**src/rtl/spi_ecc_pkg.sv**
```systemverilog
// spi_ecc_pkg: command codes, sync marker and FSM encoding shared by the SPI front end
package spi_ecc_pkg;
  localparam logic [7:0] CMD_WRITE_OP = 8'h01;
  localparam logic [7:0] CMD_READ_X   = 8'h02;
  localparam logic [7:0] CMD_READ_Y   = 8'h03;
  localparam logic [7:0] CMD_STATUS   = 8'h04;
  localparam logic [7:0] SYNC_MARKER  = 8'hA5;
  typedef enum logic [2:0] {WAIT_CS, IDLE, CMD, WR, RD, IGNORE} state_t;
endpackage

```
**src/rtl/spi_sync_edge.sv**
```systemverilog
// spi_sync_edge: N-stage synchroniser with rise/fall detect on the synced value
module spi_sync_edge #(
  parameter int STAGES = 2
) (
  input  logic clk,
  input  logic rst_n,
  input  logic d,
  output logic q,
  output logic rise,
  output logic fall
);
  logic [STAGES-1:0] sync;
  logic prev;
  // shift the async input through the chain and keep a 1-clk delayed copy of the output
  always_ff @(posedge clk or negedge rst_n)
    if (!rst_n) begin
      sync <= '0;
      prev <= 1'b0;
    end else begin
      sync <= {sync[STAGES-2:0], d};
      prev <= sync[STAGES-1];
    end
  assign q    = sync[STAGES-1];
  assign rise = q & ~prev;
  assign fall = ~q & prev;
endmodule

```
**src/rtl/spi_slave_frontend.sv**
```systemverilog
// spi_slave_frontend: clk-domain SPI mode-0 slave that loads the ECC operand and reads results back
module spi_slave_frontend
  import spi_ecc_pkg::*;
#(
  parameter int DATA_W      = 64,
  parameter int SYNC_STAGES = 2
) (
  input  logic              clk,
  input  logic              rst_n,
  input  logic              spi_clk,
  input  logic              spi_mosi,
  input  logic              spi_cs_n,
  output logic              spi_miso,
  input  logic [DATA_W-1:0] result_dx,
  input  logic [DATA_W-1:0] result_dy,
  input  logic              result_valid,
  input  logic              core_busy,
  output logic [DATA_W-1:0] operand,
  output logic              operand_valid,
  output logic              frame_abort
);
  localparam int NB = DATA_W / 8;
  localparam int BW = $clog2(NB + 1);
  state_t state, state_n;
  logic cs_q, cs_rise, cs_fall, sck_q, sck_rise, sck_fall, mosi_q;
  logic commit, abort, wr_done, byte_done, wr_last, in_frame;
  logic [SYNC_STAGES-1:0] mosi_sync;
  logic [2:0] bit_cnt;
  logic [BW-1:0] byte_cnt;
  logic [6:0] rx_shift;
  logic [7:0] rx_byte, tx_shift;
  logic [DATA_W-1:0] shadow, snap;

  spi_sync_edge #(.STAGES(SYNC_STAGES)) u_cs (
    .clk(clk), .rst_n(rst_n), .d(spi_cs_n), .q(cs_q), .rise(cs_rise), .fall(cs_fall)
  );
  spi_sync_edge #(.STAGES(SYNC_STAGES)) u_sck (
    .clk(clk), .rst_n(rst_n), .d(spi_clk), .q(sck_q), .rise(sck_rise), .fall(sck_fall)
  );

  // MOSI only needs the synchroniser, kept at the same depth as SCLK so they stay aligned
  always_ff @(posedge clk or negedge rst_n)
    if (!rst_n) mosi_sync <= '0;
    else mosi_sync <= {mosi_sync[SYNC_STAGES-2:0], spi_mosi};

  assign mosi_q    = mosi_sync[SYNC_STAGES-1];
  assign rx_byte   = {rx_shift, mosi_q};
  assign byte_done = sck_rise && bit_cnt == 3'd7;
  assign wr_last   = byte_cnt == BW'(NB - 1);
  assign in_frame  = !cs_q && state inside {CMD, WR, RD, IGNORE};
  assign spi_miso  = tx_shift[7];

  // state register
  always_ff @(posedge clk or negedge rst_n)
    if (!rst_n) state <= WAIT_CS;
    else state <= state_n;

  // next state; a CS rise overrides any SCLK edge seen in the same clk
  always_comb begin
    state_n = state;
    commit  = 1'b0;
    abort   = 1'b0;
    case (state)
      WAIT_CS: state_n = (cs_q && !sck_q) ? IDLE : WAIT_CS;
      IDLE:    state_n = cs_fall ? CMD : IDLE;
      CMD:     state_n = !byte_done ? CMD :
                         rx_byte == CMD_WRITE_OP ? WR :
                         rx_byte inside {CMD_READ_X, CMD_READ_Y, CMD_STATUS} ? RD : IGNORE;
      WR: begin
        commit  = byte_done && wr_last;
        state_n = commit ? IGNORE : WR;
      end
      default: state_n = state;
    endcase
    if (cs_rise && state != WAIT_CS) begin
      state_n = IDLE;
      commit  = 1'b0;
      abort   = state == WR;
    end
  end

  // frame datapath: bit/byte counting, operand shadow, read snapshot and MISO shifter
  always_ff @(posedge clk or negedge rst_n)
    if (!rst_n) begin
      operand       <= '0;
      operand_valid <= 1'b0;
      frame_abort   <= 1'b0;
      wr_done       <= 1'b0;
      bit_cnt       <= '0;
      byte_cnt      <= '0;
      rx_shift      <= '0;
      tx_shift      <= '0;
      shadow        <= '0;
      snap          <= '0;
    end else begin
      wr_done       <= commit;
      operand_valid <= wr_done;
      frame_abort   <= abort;
      if (wr_done) operand <= shadow;
      if (state == IDLE && cs_fall) begin
        bit_cnt  <= '0;
        byte_cnt <= '0;
        tx_shift <= SYNC_MARKER;
      end else if (!in_frame) begin
        tx_shift <= '0;
      end else if (sck_rise) begin
        rx_shift <= rx_byte[6:0];
        bit_cnt  <= bit_cnt + 3'd1;
        if (bit_cnt == 3'd7 && state == WR) begin
          shadow   <= {rx_byte, shadow[DATA_W-1:8]};
          byte_cnt <= byte_cnt + 1'b1;
        end
        if (bit_cnt == 3'd7 && state == CMD)
          snap <= rx_byte == CMD_READ_X ? result_dx :
                  rx_byte == CMD_READ_Y ? result_dy : DATA_W'({core_busy, result_valid});
      end else if (sck_fall) begin
        if (state == RD && bit_cnt == 3'd0) begin
          tx_shift <= snap[7:0];
          snap     <= {8'h00, snap[DATA_W-1:8]};
        end else begin
          tx_shift <= (state == CMD || state == RD) ? {tx_shift[6:0], 1'b0} : 8'h00;
        end
      end
    end
endmodule

```
**config.mk**
```make
export PLATFORM = sky130hd
export DESIGN_NAME = spi_slave_frontend
export DESIGN_NICKNAME = d
export VERILOG_FILES = /design/src/rtl/spi_ecc_pkg.sv /design/src/rtl/spi_sync_edge.sv /design/src/rtl/spi_slave_frontend.sv
export SDC_FILE = /design/constraint.sdc
export NUM_CORES = 1
export LEC_CHECK = 0
export BUFFER_PORTS_ARGS = -buffer_cell sky130_fd_sc_hd__clkbuf_2
export CAP_MARGIN = 20
export CORE_ASPECT_RATIO = 0.6
export CORE_MARGIN = 4
export CORE_UTILIZATION = 56
export CTS_CLUSTER_DIAMETER = 50
export DETAILED_ROUTE_END_ITERATION = 7
export GPL_TIMING_DRIVEN = 0
export HOLD_SLACK_MARGIN = 0.03
export PLACE_DENSITY = 0.81
export SYNTH_ARGS = -nofsm -noshare
export SYNTH_HDL_FRONTEND = slang
export SYNTH_SLANG_ARGS = --single-unit
```
**constraint.sdc**
```tcl
create_clock -name clk -period 5.6 [get_ports clk]
set_input_delay 0.28 -clock clk [delete_from_list [all_inputs] [get_ports clk]]
set_output_delay 0.28 -clock clk [all_outputs]
set_load 0.005 [all_outputs]
```
==> results.md <==
- Resize count post-CTS: 0
- Number of nets with antenna violations after detailed routing: 0
- Critical path capture point type: flip-flop
- Number of global-route vias before repair: 7381
- Met2 wire length: 10200 µm
- Total number of vias: 6961
- Cell seen most often among critical-path stages: sky130_fd_sc_hd__ha_1
- Static leakage: 6.40 nW
- DR top layer: met4
- Capture endpoint of the worst hold path: snap[60]
- First-pass GRT wire length: 37800 µm
- Proportion of synthesized chip area in sequential cells: 56.2%
- Most area-hungry cell type in the Yosys netlist: sky130_fd_sc_hd__dfrtp_1
- Depth of the worst hold-timing path: 4
- EDFF count, synth: 0
- Number of I/O pins: 202
- Maximum net fanout on the critical path: 10
- Post-route met1 wirelength: 11100 µm
- Worst path required time: 5.97 ns
- Power density cells: 290 nW/µm²
- Dominant synthesized flop cell: sky130_fd_sc_hd__dfrtp_1
- Synth-to-Final Area Change: 20.9%
- Worst-case setup slack after placement: 2.86 ns
- Total routing usage reported by global routing: 22.6%
- Total Die Area: 20400 µm²
- Arrival @ worst endpoint: 3.15 ns
- Placed cells: 1222
- Horizontal die dimension: 182 µm
- Top cell type's share of synthesized area: 56.2%
- Min-Delay Startpoint: result_dx[60]
- Sum of met3 wire segment lengths after detailed routing: 1320 µm
- Post-CTS setup buffer count: 0
- Switching part of the total power: 23.9%
- DRC Markers: 0
- Clk pwr share: 41.4%
- Synth Register Bits: 228
- Post-Syn Area per Cell: 12.9 µm²
- Most frequent cells after synthesis: 228 x sky130_fd_sc_hd__dfrtp_1, 184 x sky130_fd_sc_hd__mux2_2, 66 x sky130_fd_sc_hd__mux2i_1
- Clock tree root buffer cell: sky130_fd_sc_hd__clkbuf_16
- Port Buffers: 201
- Slowest cell on the critical path: sky130_fd_sc_hd__o2111ai_1
- Cell area after placement: 11500 µm²
- First-pass detailed-route iteration total: 5
- Synthesis Warnings: 0
- Non-Filler Instances: 1264
- Kind of path behind the tightest hold check: in -> reg
- Net count after synthesis: 926
- Final cell area excluding filler cells: 12300 µm²
- Critical-path cell list: ha_1 > ha_1 > nand2_1 > nor3_1 > o2111ai_1 > buf_2 > mux2_2
- Max frequency: 0.360 GHz
- Worst-path clk slew: 0.07 ns
- Most frequent cell after synthesis: sky130_fd_sc_hd__dfrtp_1
- Routed length per instance: 18.1 µm
- Register share of total power: 48.3%
- Number of rows created at floorplan: 37
- Maximum number of pins on one net before global-route repair: 113
- Deepest level of the CTS H-tree: 1
- Start-to-end type of the worst setup path: reg -> reg
- Weighted congestion at the end of routability-driven global placement: 0.814
- Initial antenna violation count: 0
- FF-to-FF Start: bit_cnt[0]
- Cell variety after synth: 44
- Reg2reg end: snap[51]
- P_sw: 850 µW
- Routed WL: 22900 µm
- Synthesized instance count: 785
- Initial DRC count: 473
- Global route overflow: 0
- Startpoint class of the critical path: flip-flop
- # nets final: 1157
- Vertical extent of the die: 112 µm
- Maximum ir drop on the vdd rail: 0.203 mV
- Total standard cell area after synthesis: 10200 µm²
- Share of the core filled with cells: 70.4%
- Clk_lat worst skew: 0.49 ns
- Total count of max-transition violations in the final report: 0
- Share of post-route cells with drive strength above 1: 43.1%
- Unrepaired setup endpoints after global routing: no
- DPL Wire Length: 16900 µm
- Shortest period the worst path allows: 2.78 ns
- Filler instances: 1259
- Most area-consuming cells after synthesis: sky130_fd_sc_hd__dfrtp_1 56%, sky130_fd_sc_hd__mux2_2 20%, sky130_fd_sc_hd__mux2i_1 6.5%
- Measured slew at the worst slew-check pin: 0.910 ns
- Fraction of registers with async set/reset: 100%
- Critical path buffer and inverter count: 1
- Slowest cell delay on critical path: 0.78 ns
- Number of max-cap violations: 0
- Family of cells with the greatest summed delay on the critical path: compound AO/OA/AOI/OAI gates
- Internal Pwr Total: 2.71 mW
- Status: finished, final reports clean
- Logic gate share of total power: 10.3%
- Worst Skew: 0.00619 ns
- Number of failing hold endpoints at the final stage: 0
- Clk sink count: 228
- Register-to-register setup slack: 2.82 ns
- Overall power: 3.56 mW
- Via density per instance: 5.51
- Endpoints failing setup: 0
- CTS tree: done
- Number of buffers inserted for hold repair after clock tree synthesis: 4
- Area inside the core boundary: 17500 µm²
- Slew Limit Headroom: 39.3%
- Effective utilization at floorplan: 58.2%
- Number of buffers created by CTS: 21
- Final antenna diode count: 0
- Depth of the worst register-to-register path: 7
- Final clock period utilization by the worst path: 49.6%
- Final Worst Setup Slack: 2.82 ns
- Deepest clock path buffer count: 3
[worst max-delay path by stage]
stage,start,end,slack (ns),depth (start not counted)
global placement,rst_n,snap[36],-0.24,1
finish,bit_cnt[0],snap[51],2.82,7
CTS,bit_cnt[0],snap[23],2.83,7
detailed placement,bit_cnt[0],snap[51],2.86,7
floorplan,bit_cnt[0],snap[23],3.39,7
global route,bit_cnt[0],snap[24],2.65,7
[worst reg2reg max path: stages, from the launching register on]
cell and delay (ns):
sky130_fd_sc_hd__dfrtp_1 0.41, sky130_fd_sc_hd__ha_1 0.22, sky130_fd_sc_hd__ha_1 0.19, sky130_fd_sc_hd__nand2_1 0.16, sky130_fd_sc_hd__nor3_1 0.11, sky130_fd_sc_hd__o2111ai_1 0.78
sky130_fd_sc_hd__buf_2 0.41, sky130_fd_sc_hd__mux2_2 0.38
[layer usage]
metal	vias up	track usage, %
met2	204	34.6
met1	3484	34.3
li1	3250	-
met4	0	3.80
met5	-	0
met3	23	4.47
[metrics by stage]
step,TNS [ns],hold slack [ns]
floorplan,0,-0.0156
global placement,-48.73,0.334
detailed placement,0,0.227
CTS,0,0.177
global route,0,0.212
finish,0,0.178
[layout by cell type (no fill, tap or decap), types with 2 or more instances in the layout]
cell and count:
sky130_fd_sc_hd__nand4_1 3, sky130_fd_sc_hd__o221ai_1 2, sky130_fd_sc_hd__inv_1 63, sky130_fd_sc_hd__nand2b_1 8, sky130_fd_sc_hd__nand2_1 31, sky130_fd_sc_hd__o21ai_0 4
sky130_fd_sc_hd__nor3_1 15, sky130_fd_sc_hd__buf_6 7, sky130_fd_sc_hd__clkbuf_16 21, sky130_fd_sc_hd__mux2i_1 66, sky130_fd_sc_hd__mux2_2 184, sky130_fd_sc_hd__clkbuf_2 200
sky130_fd_sc_hd__clkinvlp_4 2, sky130_fd_sc_hd__buf_2 14, sky130_fd_sc_hd__clkbuf_8 4, sky130_fd_sc_hd__a211oi_1 4, sky130_fd_sc_hd__bufinv_16 3, sky130_fd_sc_hd__clkinv_2 4
sky130_fd_sc_hd__nor2b_1 4, sky130_fd_sc_hd__ha_1 6, sky130_fd_sc_hd__mux2_1 12, sky130_fd_sc_hd__nand3_1 6, sky130_fd_sc_hd__a21oi_1 4, sky130_fd_sc_hd__dlygate4sd3_1 4
sky130_fd_sc_hd__nor2_1 18, sky130_fd_sc_hd__buf_1 11, sky130_fd_sc_hd__nor4_1 3, sky130_fd_sc_hd__clkbuf_1 17, sky130_fd_sc_hd__a221oi_1 4, sky130_fd_sc_hd__dfrtp_1 228
sky130_fd_sc_hd__o22ai_1 54, sky130_fd_sc_hd__buf_16 2
[power by group through the flow]
stage	Clock [mW]	Sequential (mW)	Combinational, mW
after floorplan	0	1.74	0.216
after global placement	0	1.75	0.348
after detailed placement	0	1.75	0.360
after CTS	1.49	1.72	0.366
after global routing	1.56	1.73	0.411
final	1.47	1.72	0.366
[kinds of logic (layout without fill, tap and decap cells)]
kind of cell	after synthesis	in the layout	share of synthesized area [%]
flops	228	228	56.2
compound gates	82	82	5.37
mux	262	262	28.2
xor+xnor	2	2	0.172
simple gates	96	96	4.62
fa+ha+maj	6	6	0.739
buf+inv	109	354	4.72
[sequential cells by signal, summed over array words and instances, names as in the netlist]
name           cells
bit_cnt            3
byte_cnt           4
frame_abort        1
mosi_sync          2
operand           64
operand_valid      1
rx_shift           7
shadow            64
snap              64
state              3
tx_shift           8
u_cs.prev          1
u_cs.sync          2
u_sck.prev         1
u_sck.sync         2
wr_done            1
[cell type report]
| cell class | count | area [µm²] | share of cell area [%] |
|---|---|---|---|
| Timing Repair Buffer | 208 | 1120 | 9.10 |
| Clock inverter | 10 | 134 | 1.09 |
| Inverter | 63 | 236 | 1.93 |
| Tap cell | 234 | 293 | 2.38 |
| Clock buffer | 27 | 578 | 4.71 |
| Buffer | 46 | 243 | 1.98 |
| Sequential cell | 228 | 5710 | 46.5 |
| Multi-Input combinational cell | 448 | 3980 | 32.4 |
No activity file was read; power rests on OpenSTA's default activity.
